### config.mk
export PLATFORM = sky130hd
export DESIGN_NAME = riscv_ifq
export DESIGN_NICKNAME = d
export VERILOG_FILES = /design/src/rtl/riscv_ifq.sv
export SDC_FILE = /design/constraint.sdc
export NUM_CORES = 1
export LEC_CHECK = 0
export CORE_MARGIN = 10
export CORE_UTILIZATION = 55
export DETAILED_ROUTE_END_ITERATION = 10
export PLACE_DENSITY_LB_ADDON = 0.2
export SYNTH_ARGS = -nofsm -noshare
export SYNTH_HDL_FRONTEND = slang
export SYNTH_SLANG_ARGS = --single-unit
### constraint.sdc
create_clock -name clock -period 11.8 [get_ports clock]
set_input_delay 2.95 -clock clock [delete_from_list [all_inputs] [get_ports clock]]
set_output_delay 2.95 -clock clock [all_outputs]
set_load 0.005 [all_outputs]
### src/rtl/riscv_ifq.sv
// riscv_ifq: instruction fetch queue between the IFU (producer) and IDU (consumer).
// Buffers fetched instruction words with their PC and sequence number in a small
// circular FIFO. Flush from execute discards all buffered instructions.
//
// Ports:
//   clock, reset      core clock, synchronous active-high reset
//   flush             pipeline flush, empties the queue (reset has priority)
//   in_vld / in_rdy   producer handshake; in_rdy depends only on occupancy
//   in_addr/inst/seq  pushed payload (PC, instruction word, sequence number)
//   out_vld / out_rdy consumer handshake for the head entry
//   out_addr/inst/seq head payload, driven from the entry at the read pointer
//   count             current occupancy, 0..DEPTH

package riscv_ifq_pkg;

    localparam int unsigned ADDR_W = 32;
    localparam int unsigned INST_W = 32;
    localparam int unsigned SEQ_W  = 64;

    // One queued instruction.
    typedef struct packed {
        logic [ADDR_W-1:0] addr;
        logic [INST_W-1:0] inst;
        logic [SEQ_W-1:0]  seq;
    } ifq_entry_t;

endpackage

module riscv_ifq
    import riscv_ifq_pkg::*;
#(
    parameter int unsigned DEPTH = 4
) (
    input  logic                          clock,
    input  logic                          reset,
    input  logic                          flush,
    input  logic                          in_vld,
    output logic                          in_rdy,
    input  logic [ADDR_W-1:0]             in_addr,
    input  logic [INST_W-1:0]             in_inst,
    input  logic [SEQ_W-1:0]              in_seq,
    output logic                          out_vld,
    input  logic                          out_rdy,
    output logic [ADDR_W-1:0]             out_addr,
    output logic [INST_W-1:0]             out_inst,
    output logic [SEQ_W-1:0]              out_seq,
    output logic [$clog2(DEPTH):0]        count
);

    localparam int unsigned PTR_W = $clog2(DEPTH);
    localparam int unsigned CNT_W = PTR_W + 1;

    // Storage and state.
    ifq_entry_t             mem_q [DEPTH];
    logic [PTR_W-1:0]       wptr_q, wptr_d;
    logic [PTR_W-1:0]       rptr_q, rptr_d;
    logic [CNT_W-1:0]       count_q, count_d;
    logic                   out_vld_q, out_vld_d;
    logic                   in_rdy_q, in_rdy_d;

    logic                   push_c;
    logic                   pop_c;
    ifq_entry_t             entry_in_c;
    ifq_entry_t             head_c;

    // Handshake qualification; flush suppresses both sides in the same cycle.
    assign push_c = in_vld && in_rdy_q && !flush;
    assign pop_c  = out_vld_q && out_rdy && !flush;

    assign entry_in_c = '{addr: in_addr, inst: in_inst, seq: in_seq};

    // Next-state: pointers wrap naturally because DEPTH is a power of two.
    always_comb begin
        wptr_d    = wptr_q;
        rptr_d    = rptr_q;
        count_d   = count_q;
        out_vld_d = out_vld_q;
        in_rdy_d  = in_rdy_q;

        if (flush) begin
            wptr_d    = '0;
            rptr_d    = '0;
            count_d   = '0;
            out_vld_d = 1'b0;
            in_rdy_d  = 1'b1;
        end else begin
            if (push_c) begin
                wptr_d = wptr_q + PTR_W'(1);
            end
            if (pop_c) begin
                rptr_d = rptr_q + PTR_W'(1);
            end
            count_d   = count_q + CNT_W'(push_c) - CNT_W'(pop_c);
            out_vld_d = (count_d != '0);
            in_rdy_d  = (count_d != CNT_W'(DEPTH));
        end
    end

    // Control state register.
    always_ff @(posedge clock) begin
        if (reset) begin
            wptr_q    <= '0;
            rptr_q    <= '0;
            count_q   <= '0;
            out_vld_q <= 1'b0;
            in_rdy_q  <= 1'b1;
        end else begin
            wptr_q    <= wptr_d;
            rptr_q    <= rptr_d;
            count_q   <= count_d;
            out_vld_q <= out_vld_d;
            in_rdy_q  <= in_rdy_d;
        end
    end

    // Payload storage; cleared only by reset so the idle head reads zero after reset.
    always_ff @(posedge clock) begin
        if (reset) begin
            for (int unsigned k = 0; k < DEPTH; k++) begin
                mem_q[k] <= '0;
            end
        end else if (push_c) begin
            mem_q[wptr_q] <= entry_in_c;
        end
    end

    // Head entry is selected purely from state, so in_* never reach out_* combinationally.
    assign head_c   = mem_q[rptr_q];

    assign out_addr = head_c.addr;
    assign out_inst = head_c.inst;
    assign out_seq  = head_c.seq;
    assign out_vld  = out_vld_q;
    assign in_rdy   = in_rdy_q;
    assign count    = count_q;

endmodule
Yosys cells after proc, flatten, opt, wreduce, memory -nomap -nowiden
Memory sizes are Yosys's and may differ from the RTL's. A register that Yosys moved wholly into a read port is not among the register bits. Index checks and enable logic that the tools add are counted.

Register bits: 9. RAM bits: 512. Bits of input ports: 133. Output and inout port bits: 133. Word-level logic and storage cells: 29. Memories: 1.

Memory list: mem_q (depth 4, bits a word 128, rd ports 1, clocked after Yosys merged registers in 1, wr ports 4, RTL line 54) `ifq_entry_t mem_q [DEPTH];`.

$add $sub $neg: 4. Equal/unequal tests: 1. Muxes and demuxes: 10. Reductions and logical operators: 8.

Operators with widths (number): 128-bit two-way mux (1); 128-bit OR reduction (1); 1-bit two-way mux (6); 2-bit two-way mux (3); 2-bit by 1-bit adder with 2-bit output, second input constant (2); 1-bit logical AND (4); 3-bit by 1-bit adder with 3-bit output (1); 3-bit inequality test, second input constant (1); 3-bit nonzero test (1); 3-bit by 1-bit subtractor with 3-bit output (1); 2-bit OR reduction (1); 1-bit zero test (1).

Depth between registers and ports, before layout
Gate-level depths: netlist (run 1).

Depth after elaboration: 7. Mapped depth: 9. Mapped depth without buffers: 9.

Worst setup path after synthesis (run 1)
OpenSTA, ideal clock, no wires.

Path type: input port to flip-flop. From: input port flush. To: memory mem_q[1][0] (netlist bit) (enable). Setup time: 0.642 ns. Data arrival time: 9.180 ns. Data required time: 11.158 ns. Path slack: 1.978 ns. Cell stages on the path: 2. Buffers on the path: 0. Cell sequence: nand4b_1 o21bai_1.

RTL lines: from (decl) (RTL line 36) `input logic flush,`; to (decl) (RTL line 54).

==> impl_metrics.py, run 1 <==
metrics = {
    "routing": {
        "routed_wire_length_per_instance_um": 23.7,
        "detail_route.iter0.violations": 935,
        "post-route-drc-count": 0,
        "drt.antenna.violating_nets": 0,
        "vias_per_cell": 5.54,
        "routed_wire_length_um": 49900,
        "via_count": 11700,
        "dr.pass1.iters": 5,
    },
    "logic_synthesis": {
        "yosys.area_share.adder": 0.00201,
        "synth-xor-area-share": 0.00224,
        "top_count_cell_post_synth": "sky130_fd_sc_hd__and2_1",
        "synth.cell_area_um2": 22400,
        "combinational_family_with_the_most_area_after_synthesis": "simple AND/OR/NAND/NOR gates",
        "synth-edff-count": 512,
        "syn-mean-instance-area_um2": 17.4,
        "synth-compound-area-share": 0.00123,
        "yosysTopAreaCellShare": 0.687,
        "ys_top_cells_by_area": "sky130_fd_sc_hd__edfxtp_1, sky130_fd_sc_hd__and2_1, sky130_fd_sc_hd__mux4_2, sky130_fd_sc_hd__dfxtp_1, sky130_fd_sc_hd__clkbuf_1",
        "share_of_synthesized_area_spent_on_multiplexers": 0.129,
        "postSynth.asyncResetShare": 0,
        "ys_ff_latch": 523,
        "synth.largest_area_cell": "sky130_fd_sc_hd__edfxtp_1",
        "synth.yosys.warnings": 0,
        "synth_simple_gate_area_frac": 0.151,
        "post_synth_top_flop": "sky130_fd_sc_hd__edfxtp_1",
        "syn-num-nets": 1425,
        "synth_cell_type_count": 30,
        "post_synthesis_cells": 1289,
        "synth.yosys.seq_area_share": 0.697,
        "post_synth_most_frequent_cells": "sky130_fd_sc_hd__and2_1, sky130_fd_sc_hd__edfxtp_1, sky130_fd_sc_hd__mux4_2",
    },
    "die": {
        "die-area_um2": 49200,
        "top_level_port_count": 266,
        "floorplan.initialDensity": 0.559,
        "placeableCoreArea_um2": 40000,
        "fp.dieH_um": 222,
        "floorplan.die.width_um": 222,
        "floorplan.rows": 73,
    },
    "sta": {
        "worst_slew_margin_rel": 0.365,
        "clock.fmax_mhz": 150,
        "fin_ws_ns": 5.15,
        "final_period_minus_worst_setup_slack_ns": 6.65,
        "total_negative_setup_slack_ns": 0,
        "final.period_utilization": 0.563,
        "final_hold_viols": 0,
        "worst-slew-pin-transition_ns": 0.952,
        "pins_over_their_slew_limit": 0,
        "finClkSkew_ns": 0.00851,
        "unrepaired_setup_endpoints_after_global_routing": "false",
        "setup_viol": 0,
    },
    "clocking": {
        "htree_levels": 2,
        "ctsResizeCount": 0,
        "worst_skew_pair.late_latency_ns": 0.59,
        "cts_inserted_buffers": 52,
        "postCtsHoldBufs": 0,
        "tritoncts_num_sinks": 523,
        "clockRootBuffer": "sky130_fd_sc_hd__clkbuf_16",
        "cts.path.max_buffers": 3,
        "clkSlewWorstSetupHoldPaths_ns": 0.06,
        "cts_tree": "built",
        "postCtsSetupRepairBufs": 0,
    },
    "place": {
        "io_buffers": 265,
        "detailedPlacementHpwl_um": 28900,
        "gp_congestion": 0.744,
        "dp_worst_setup_slack_ns": 5.66,
    },
    "setup_path": {
        "data_arrival_time_of_the_critical_path_ns": 3.70,
        "required_ns": 8.85,
        "startpoint_type": "flop",
        "cp-end-kind": "output port",
        "worstSetupPathType": "reg2out",
        "critical_path.max_fanout": 44,
    },
    "final_layout": {
        "final_layout_size_suffix_gt1_frac": 0.141,
        "fill_cells": 2784,
        "design.final.nets": 1679,
        "layout_area_overhead_pct": 20.8,
    },
    "grt": {
        "globalRouteTotalUtil": 0.203,
        "vias_in_the_first_global_route": 12300,
        "grt_max_degree": 88,
        "sum_of_overflow_across_all_layers_after_global_routing": 0,
        "antenna_violations_before_repair": 6,
        "grt_pass1_wl_um": 76900,
    },
    "power_and_ir_drop": {
        "pwr_density_cell_nw_per_um2": 145,
        "worst_ir_drop_vdd_mv": 0.117,
        "power.static_leakage_nw": 9.57,
    },
    "run_status": {
        "outcome": "finished, final reports clean",
    },
    "job": {
        "max-cap-violations": 0,
    },
    "worst_hold_path": {
        "min-delay-path-class": "reg2reg",
    },
}
worst paths after layout:
kind                            startpoint            to  slack [ns]  cells after the start
worst max-delay path                  flop   out_addr[9]        5.15                      4
worst min register to register   rptr_q[1]     rptr_q[1]        0.54                      2
worst min-delay path             rptr_q[1]     rptr_q[1]        0.54                      2
worst max register to register   wptr_q[0]  mem_q[1][89]        8.89                      5
sequential cells by signal (all words and copies together), names as in the netlist, named ones only:
register and count:
in_rdy 1, wptr_q 2, out_vld 1, rptr_q 2
mem_q 512, count 3
cell type report:
class | count | area, um^2 | share of cell area
flip-flops and latches | 523 | 15600 | 0.577
clock inverters | 22 | 128 | 0.00472
clock buffers | 69 | 1390 | 0.0513
diodes | 2 | 5.00 | 0.000185
well taps | 525 | 657 | 0.0243
repair buffers | 285 | 2820 | 0.104
inverters | 5 | 18.8 | 0.000694
multi-input cells | 676 | 6430 | 0.238
stage by stage:
stage	power [mW]	utilization	area, um^2	hold slack, ns	cells
final	3.91	0.676	27000	0.544	2107
after CTS	3.95	0.676	27000	0.549	2105
after global routing	4.05	0.676	27000	0.597	2106
after global placement	2.45	0.638	25500	0.518	2014
after detailed placement	2.46	0.638	25500	0.521	2014
after floorplan	2.29	-	22400	0.485	1289
routing by layer:
layer,vias to the layer above,GRT usage,wire length (um)
li1,5276,-,-
met1,5999,0.269,20400
met2,342,0.330,25000
met3,57,0.0519,3690
met4,8,0.0492,737
met5,-,0,69
report_power, final:
part           switching, mW  internal, mW  leakage (nW)
sequential            0.0216          2.12          5.38
combinational          0.124         0.141          3.45
clock                  0.662         0.841         0.741
total                  0.807          3.11          9.57
kinds of logic after synthesis:
group	after synthesis
and+or+nand+nor	537
DFF	523
muxes	128
buffers and inverters	90
AOI/OAI and AO/OA	4
xor gates and xnor gates	4
adders and majority gates	3
placed cells by master (no fill, tap or decap), types with 3 or more instances in the layout:
master                            count
sky130_fd_sc_hd__clkinv_1            12
sky130_fd_sc_hd__xor2_1               3
sky130_fd_sc_hd__dfxtp_1              9
sky130_fd_sc_hd__clkbuf_1            16
sky130_fd_sc_hd__mux4_2             128
sky130_fd_sc_hd__o21bai_4             3
sky130_fd_sc_hd__inv_1                5
sky130_fd_sc_hd__clkinv_2             7
sky130_fd_sc_hd__clkdlybuf4s50_1    265
sky130_fd_sc_hd__edfxtp_1           512
sky130_fd_sc_hd__nor2_1               7
sky130_fd_sc_hd__clkbuf_16           53
sky130_fd_sc_hd__and2_1             513
sky130_fd_sc_hd__buf_4               19
critical path: stages (launching register included):
cell	delay [ns]
sky130_fd_sc_hd__dfxtp_4	0.78
sky130_fd_sc_hd__buf_4	0.65
sky130_fd_sc_hd__buf_4	0.66
sky130_fd_sc_hd__mux4_2	0.46
sky130_fd_sc_hd__clkdlybuf4s50_1	0.47
(Power assumes the default switching activity.)
==> run 2: changes to the inputs <==
--- a/config.mk
+++ b/config.mk
@@ -6,7 +6,7 @@
 export NUM_CORES = 1
 export LEC_CHECK = 0
 export CORE_MARGIN = 10
-export CORE_UTILIZATION = 55
+export CORE_UTILIZATION = 51
 export DETAILED_ROUTE_END_ITERATION = 10
 export PLACE_DENSITY_LB_ADDON = 0.2
 export SYNTH_ARGS = -nofsm -noshare
==> constraint.sdc (replaced) <==
create_clock -name clock -period 6.1 [get_ports clock]
set_input_delay 1.525 -clock clock [delete_from_list [all_inputs] [get_ports clock]]
set_output_delay 1.525 -clock clock [all_outputs]
set_load 0.005 [all_outputs]
==> impl_metrics.py, run 2 (same netlist as run 1, synthesis figures left out) <==
metrics = {
    "run_status": {
        "outcome": "finished, final reports clean",
    },
    "sta": {
        "finClkSkew_ns": 0.0119,
        "worst_hold_slack_ns": 0.546,
        "final_hold_viols": 0,
        "pins_over_their_slew_limit": 0,
        "clock.fmax_mhz": 221,
        "setup_viol": 0,
        "final.period_utilization": 0.741,
        "final_period_minus_worst_setup_slack_ns": 4.52,
        "fin_ws_ns": 1.58,
        "worst_slew_margin_rel": 0.225,
        "unrepaired_setup_endpoints_after_global_routing": "false",
        "worst-slew-pin-transition_ns": 1.16,
    },
    "clocking": {
        "worst_skew_pair.late_latency_ns": 0.59,
        "cts_inserted_buffers": 54,
        "tritoncts_num_sinks": 523,
        "cts.path.max_buffers": 3,
        "clockRootBuffer": "sky130_fd_sc_hd__clkbuf_16",
        "postCtsSetupRepairBufs": 0,
        "htree_levels": 2,
        "cts_tree": "built",
        "ctsResizeCount": 0,
        "clkSlewWorstSetupHoldPaths_ns": 0.06,
        "postCtsHoldBufs": 0,
    },
    "final_layout": {
        "largest_register_ff_count": 512,
        "final_layout_size_suffix_gt1_frac": 0.151,
        "layout_area_overhead_pct": 23.0,
        "multiInputGateArea_um2": 6430,
        "largest-register": "mem_q",
        "design.final.nets": 1680,
        "fill_cells": 3139,
        "layout_commonest_cell": "sky130_fd_sc_hd__and2_1",
        "fin_util": 0.636,
        "regArea_um2": 15600,
        "mostFrequentLayoutCells": "sky130_fd_sc_hd__and2_1, sky130_fd_sc_hd__edfxtp_1, sky130_fd_sc_hd__clkdlybuf4s50_1",
    },
    "routing": {
        "vias_per_cell": 5.37,
        "detail_route.iter0.violations": 807,
        "routed_wire_length_per_instance_um": 23.2,
        "drt.antenna.violating_nets": 0,
        "routed_wire_length_um": 50500,
        "via_count": 11700,
        "dr.pass1.iters": 5,
        "post-route-drc-count": 0,
    },
    "grt": {
        "globalRouteTotalUtil": 0.191,
        "sum_of_overflow_across_all_layers_after_global_routing": 0,
        "vias_in_the_first_global_route": 12600,
        "grt_max_degree": 129,
        "grt_pass1_wl_um": 77100,
        "antenna_violations_before_repair": 13,
    },
    "worst_hold_path": {
        "min-delay-path-class": "reg2reg",
        "hold_path_startpoint": "rptr_q[1]",
    },
    "power_and_ir_drop": {
        "pwr_density_cell_nw_per_um2": 288,
        "power.static_leakage_nw": 9.75,
        "worst_ir_drop_vdd_mv": 0.219,
    },
    "place": {
        "gp_congestion": 0.744,
        "dp_worst_setup_slack_ns": 1.79,
        "detailedPlacementHpwl_um": 28400,
        "io_buffers": 265,
    },
    "die": {
        "floorplan.rows": 76,
        "fp.dieH_um": 229,
        "floorplan.die.width_um": 229,
        "placeableCoreArea_um2": 43300,
        "floorplan.initialDensity": 0.517,
        "die-area_um2": 52700,
        "top_level_port_count": 266,
    },
    "setup_path": {
        "required_ns": 4.58,
        "startpoint_type": "flop",
        "r2r_start": "wptr_q[0]",
        "cp-end-kind": "output port",
        "worstSetupPathType": "reg2out",
        "data_arrival_time_of_the_critical_path_ns": 2.99,
        "critical_path.max_fanout": 59,
    },
    "job": {
        "max-cap-violations": 0,
    },
}
[run 2: changes by cell type in the layout (fill, tap and decap cells not counted), moves of 3 or more]
| cell | delta |
|---|---|
| sky130_fd_sc_hd__bufinv_16 | +3 |
| sky130_fd_sc_hd__buf_12 | +11 |
| sky130_fd_sc_hd__clkbuf_16 | +4 |
| sky130_fd_sc_hd__clkbuf_1 | -6 |
| sky130_fd_sc_hd__clkbuf_8 | +6 |
| sky130_fd_sc_hd__buf_4 | -12 |
| sky130_fd_sc_hd__clkinv_1 | -5 |
| sky130_fd_sc_hd__clkinv_2 | +6 |
[run 2: final timing paths]
| kind | slack [ns] | to | cells past startpoint |
|---|---|---|---|
| min | 0.55 | rptr_q[1] | 2 |
| max | 1.58 | out_seq[44] | 3 |
| max reg2reg | 3.50 | mem_q[1][84] | 4 |
| min reg2reg | 0.55 | rptr_q[1] | 2 |
[run 2: area by class of cell]
cell class | instances | share of cell area
Antenna cell | 4 | 0.000364
Clock buffer | 73 | 0.0562
Clock inverter | 26 | 0.00828
Inverter | 5 | 0.000682
Multi-Input combinational cell | 676 | 0.234
Sequential cell | 523 | 0.567
Tap cell | 585 | 0.0266
Timing Repair Buffer | 284 | 0.107
[run 2: worst max-delay path, stage by stage, from the launching register on]
cell and delay [ns]:
sky130_fd_sc_hd__dfxtp_4 0.97, sky130_fd_sc_hd__buf_4 0.48, sky130_fd_sc_hd__mux4_2 0.37, sky130_fd_sc_hd__clkdlybuf4s50_1 0.50
[run 2: per-layer routing]
layer | track usage | part of all wire | up-vias
met2 | 0.307 | 0.49 | 338
met1 | 0.253 | 0.42 | 5942
met5 | 0 | 0.0025 | -
met4 | 0.0573 | 0.023 | 18
met3 | 0.0493 | 0.070 | 84
li1 | - | - | 5300
[run 2: where the power goes]
part	switching, mW	internal (mW)
clock network	1.33	1.94
logic	0.242	0.282
registers	0.0395	4.11
[run 2: per-stage QoR]
stage                     std cells  total power, mW  setup TNS, ns  area [um^2]
after floorplan                1289             4.43        -587.96        22400
after global placement         2073             4.75              0        25700
after detailed placement       2073             4.76              0        25700
after CTS                      2172             8.01              0        27500
after global routing           2175             8.18              0        27500
final                          2176             7.94              0        27500
==> run 3: changes to the inputs <==
==> constraint.sdc (replaced) <==
create_clock -name clock -period 3.9 [get_ports clock]
set_input_delay 0.975 -clock clock [delete_from_list [all_inputs] [get_ports clock]]
set_output_delay 0.975 -clock clock [all_outputs]
set_load 0.005 [all_outputs]
==> impl_metrics.py, run 3 (same netlist as run 1, synthesis figures left out) <==
metrics = {
    "routing": {
        "drt.antenna.violating_nets": 0,
        "vias_per_cell": 5.36,
        "dr.pass1.iters": 5,
        "routed_wire_length_per_instance_um": 23.5,
        "routed_wire_length_um": 51400,
        "post-route-drc-count": 0,
        "detail_route.iter0.violations": 943,
        "via_count": 11800,
    },
    "die": {
        "floorplan.die.width_um": 229,
        "placeableCoreArea_um2": 43300,
        "floorplan.initialDensity": 0.517,
        "fp.dieH_um": 229,
        "die-area_um2": 52700,
        "top_level_port_count": 266,
        "floorplan.rows": 76,
    },
    "sta": {
        "worst-slew-pin-transition_ns": 0.696,
        "worst_slew_margin_rel": 0.535,
        "setup_viol": 0,
        "unrepaired_setup_endpoints_after_global_routing": "false",
        "final_period_minus_worst_setup_slack_ns": 3.62,
        "final.period_utilization": 0.929,
        "final_hold_viols": 0,
        "worst_hold_slack_ns": 0.536,
        "clock.fmax_mhz": 276,
        "finClkSkew_ns": 0.0159,
        "pins_over_their_slew_limit": 0,
    },
    "final_layout": {
        "stdcell_area_um2": 27700,
        "largest_register_ff_count": 512,
        "final_layout_size_suffix_gt1_frac": 0.155,
        "layout_area_overhead_pct": 23.7,
        "fill_cells": 3121,
        "mostFrequentLayoutCells": "sky130_fd_sc_hd__and2_1, sky130_fd_sc_hd__edfxtp_1, sky130_fd_sc_hd__clkdlybuf4s50_1",
        "layout_commonest_cell": "sky130_fd_sc_hd__and2_1",
        "design.final.nets": 1698,
        "largest-register": "mem_q",
        "multiInputGateArea_um2": 6430,
        "regArea_um2": 15600,
    },
    "grt": {
        "grt_max_degree": 129,
        "sum_of_overflow_across_all_layers_after_global_routing": 0,
        "antenna_violations_before_repair": 10,
        "globalRouteTotalUtil": 0.196,
        "vias_in_the_first_global_route": 12700,
        "grt_pass1_wl_um": 78900,
    },
    "clocking": {
        "postCtsHoldBufs": 0,
        "cts_tree": "built",
        "worst_skew_pair.late_latency_ns": 0.59,
        "tritoncts_num_sinks": 523,
        "cts_inserted_buffers": 53,
        "clockRootBuffer": "sky130_fd_sc_hd__clkbuf_16",
        "postCtsSetupRepairBufs": 0,
        "htree_levels": 2,
        "ctsResizeCount": 0,
        "cts.path.max_buffers": 3,
        "clkSlewWorstSetupHoldPaths_ns": 0.06,
    },
    "power_and_ir_drop": {
        "worst_ir_drop_vdd_mv": 0.386,
        "pwr_density_cell_nw_per_um2": 443,
        "total_power_mw": 12.3,
        "power.static_leakage_nw": 9.82,
    },
    "worst_hold_path": {
        "hold_depth": 2,
        "min-delay-path-class": "reg2reg",
    },
    "place": {
        "detailedPlacementHpwl_um": 30300,
        "io_buffers": 265,
        "gp_congestion": 0.755,
        "dpl_cell_area_um2": 26000,
    },
    "setup_path": {
        "startpoint_type": "flop",
        "cp-end-kind": "output port",
        "critPathMaxStageDelay_ns": 0.62,
        "critical_path.max_fanout": 29,
        "worstSetupPathType": "reg2out",
        "crit_chain": "buf_12, mux4_2, clkdlybuf4s50_1",
        "required_ns": 2.92,
        "r2r.worst_path.cells": 8,
        "cp_slowest_cell": "sky130_fd_sc_hd__mux4_2",
        "data_arrival_time_of_the_critical_path_ns": 2.65,
    },
    "run_status": {
        "outcome": "finished, final reports clean",
    },
    "job": {
        "max-cap-violations": 0,
    },
}
==> run 3: cell count changes in the layout (fill, tap and decap cells not counted), moves of 2 or more <==
cell / delta
sky130_fd_sc_hd__buf_12: +10
sky130_fd_sc_hd__buf_4: +9
sky130_fd_sc_hd__clkbuf_1: +2
sky130_fd_sc_hd__clkbuf_16: -4
sky130_fd_sc_hd__clkbuf_8: -2
sky130_fd_sc_hd__clkinv_1: +6
sky130_fd_sc_hd__clkinv_2: -4
==> run 3: area by class of cell <==
class	instances	share of cell area
tap	585	0.0264
sequential	523	0.564
inverter	5	0.000678
clock inverter	27	0.00881
clock buffer	69	0.0515
antenna	5	0.000452
multi-input combinational	676	0.232
timing repair buffer	303	0.116
==> run 3: where the power goes <==
| part | internal (mW) | leakage (nW) | total, mW | switching (mW) |
|---|---|---|---|---|
| clock network | 2.89 | 0.822 | 4.94 | 2.05 |
| logic | 0.451 | 3.62 | 0.833 | 0.382 |
| registers | 6.43 | 5.38 | 6.49 | 0.0624 |
==> run 3: per-stage QoR <==
stage,setup WS [ns],utilization,instances,setup TNS [ns]
after floorplan,-1.25,-,1289,-319.50
after global placement,0.496,0.601,2092,0
after detailed placement,0.464,0.601,2092,0
after CTS,0.167,0.639,2188,0
after global routing,0.123,0.640,2189,0
final,0.275,0.640,2193,0
==> run 3: path summary, 6_finish.rpt <==
path | from | end | slack, ns
max reg2reg | in_rdy | in_rdy | 1.59
max | flop | out_seq[22] | 0.28
min reg2reg | rptr_q[1] | rptr_q[1] | 0.54
min | rptr_q[1] | rptr_q[1] | 0.54
==> run 3: worst max-delay path, delay by kind of cell (launching register included) <==
kind	cells	cell delay, ns
muxes	1	0.62
buffers and inverters	2	0.78
DFF	1	0.60
==> run 3: metal layers <==
| layer | routed length, um | up-vias | GRT usage |
|---|---|---|---|
| li1 | - | 5344 | - |
| met2 | 25500 | 334 | 0.320 |
| met1 | 21200 | 5996 | 0.260 |
| met5 | 102 | - | 0 |
| met4 | 926 | 14 | 0.0492 |
| met3 | 3680 | 75 | 0.0503 |
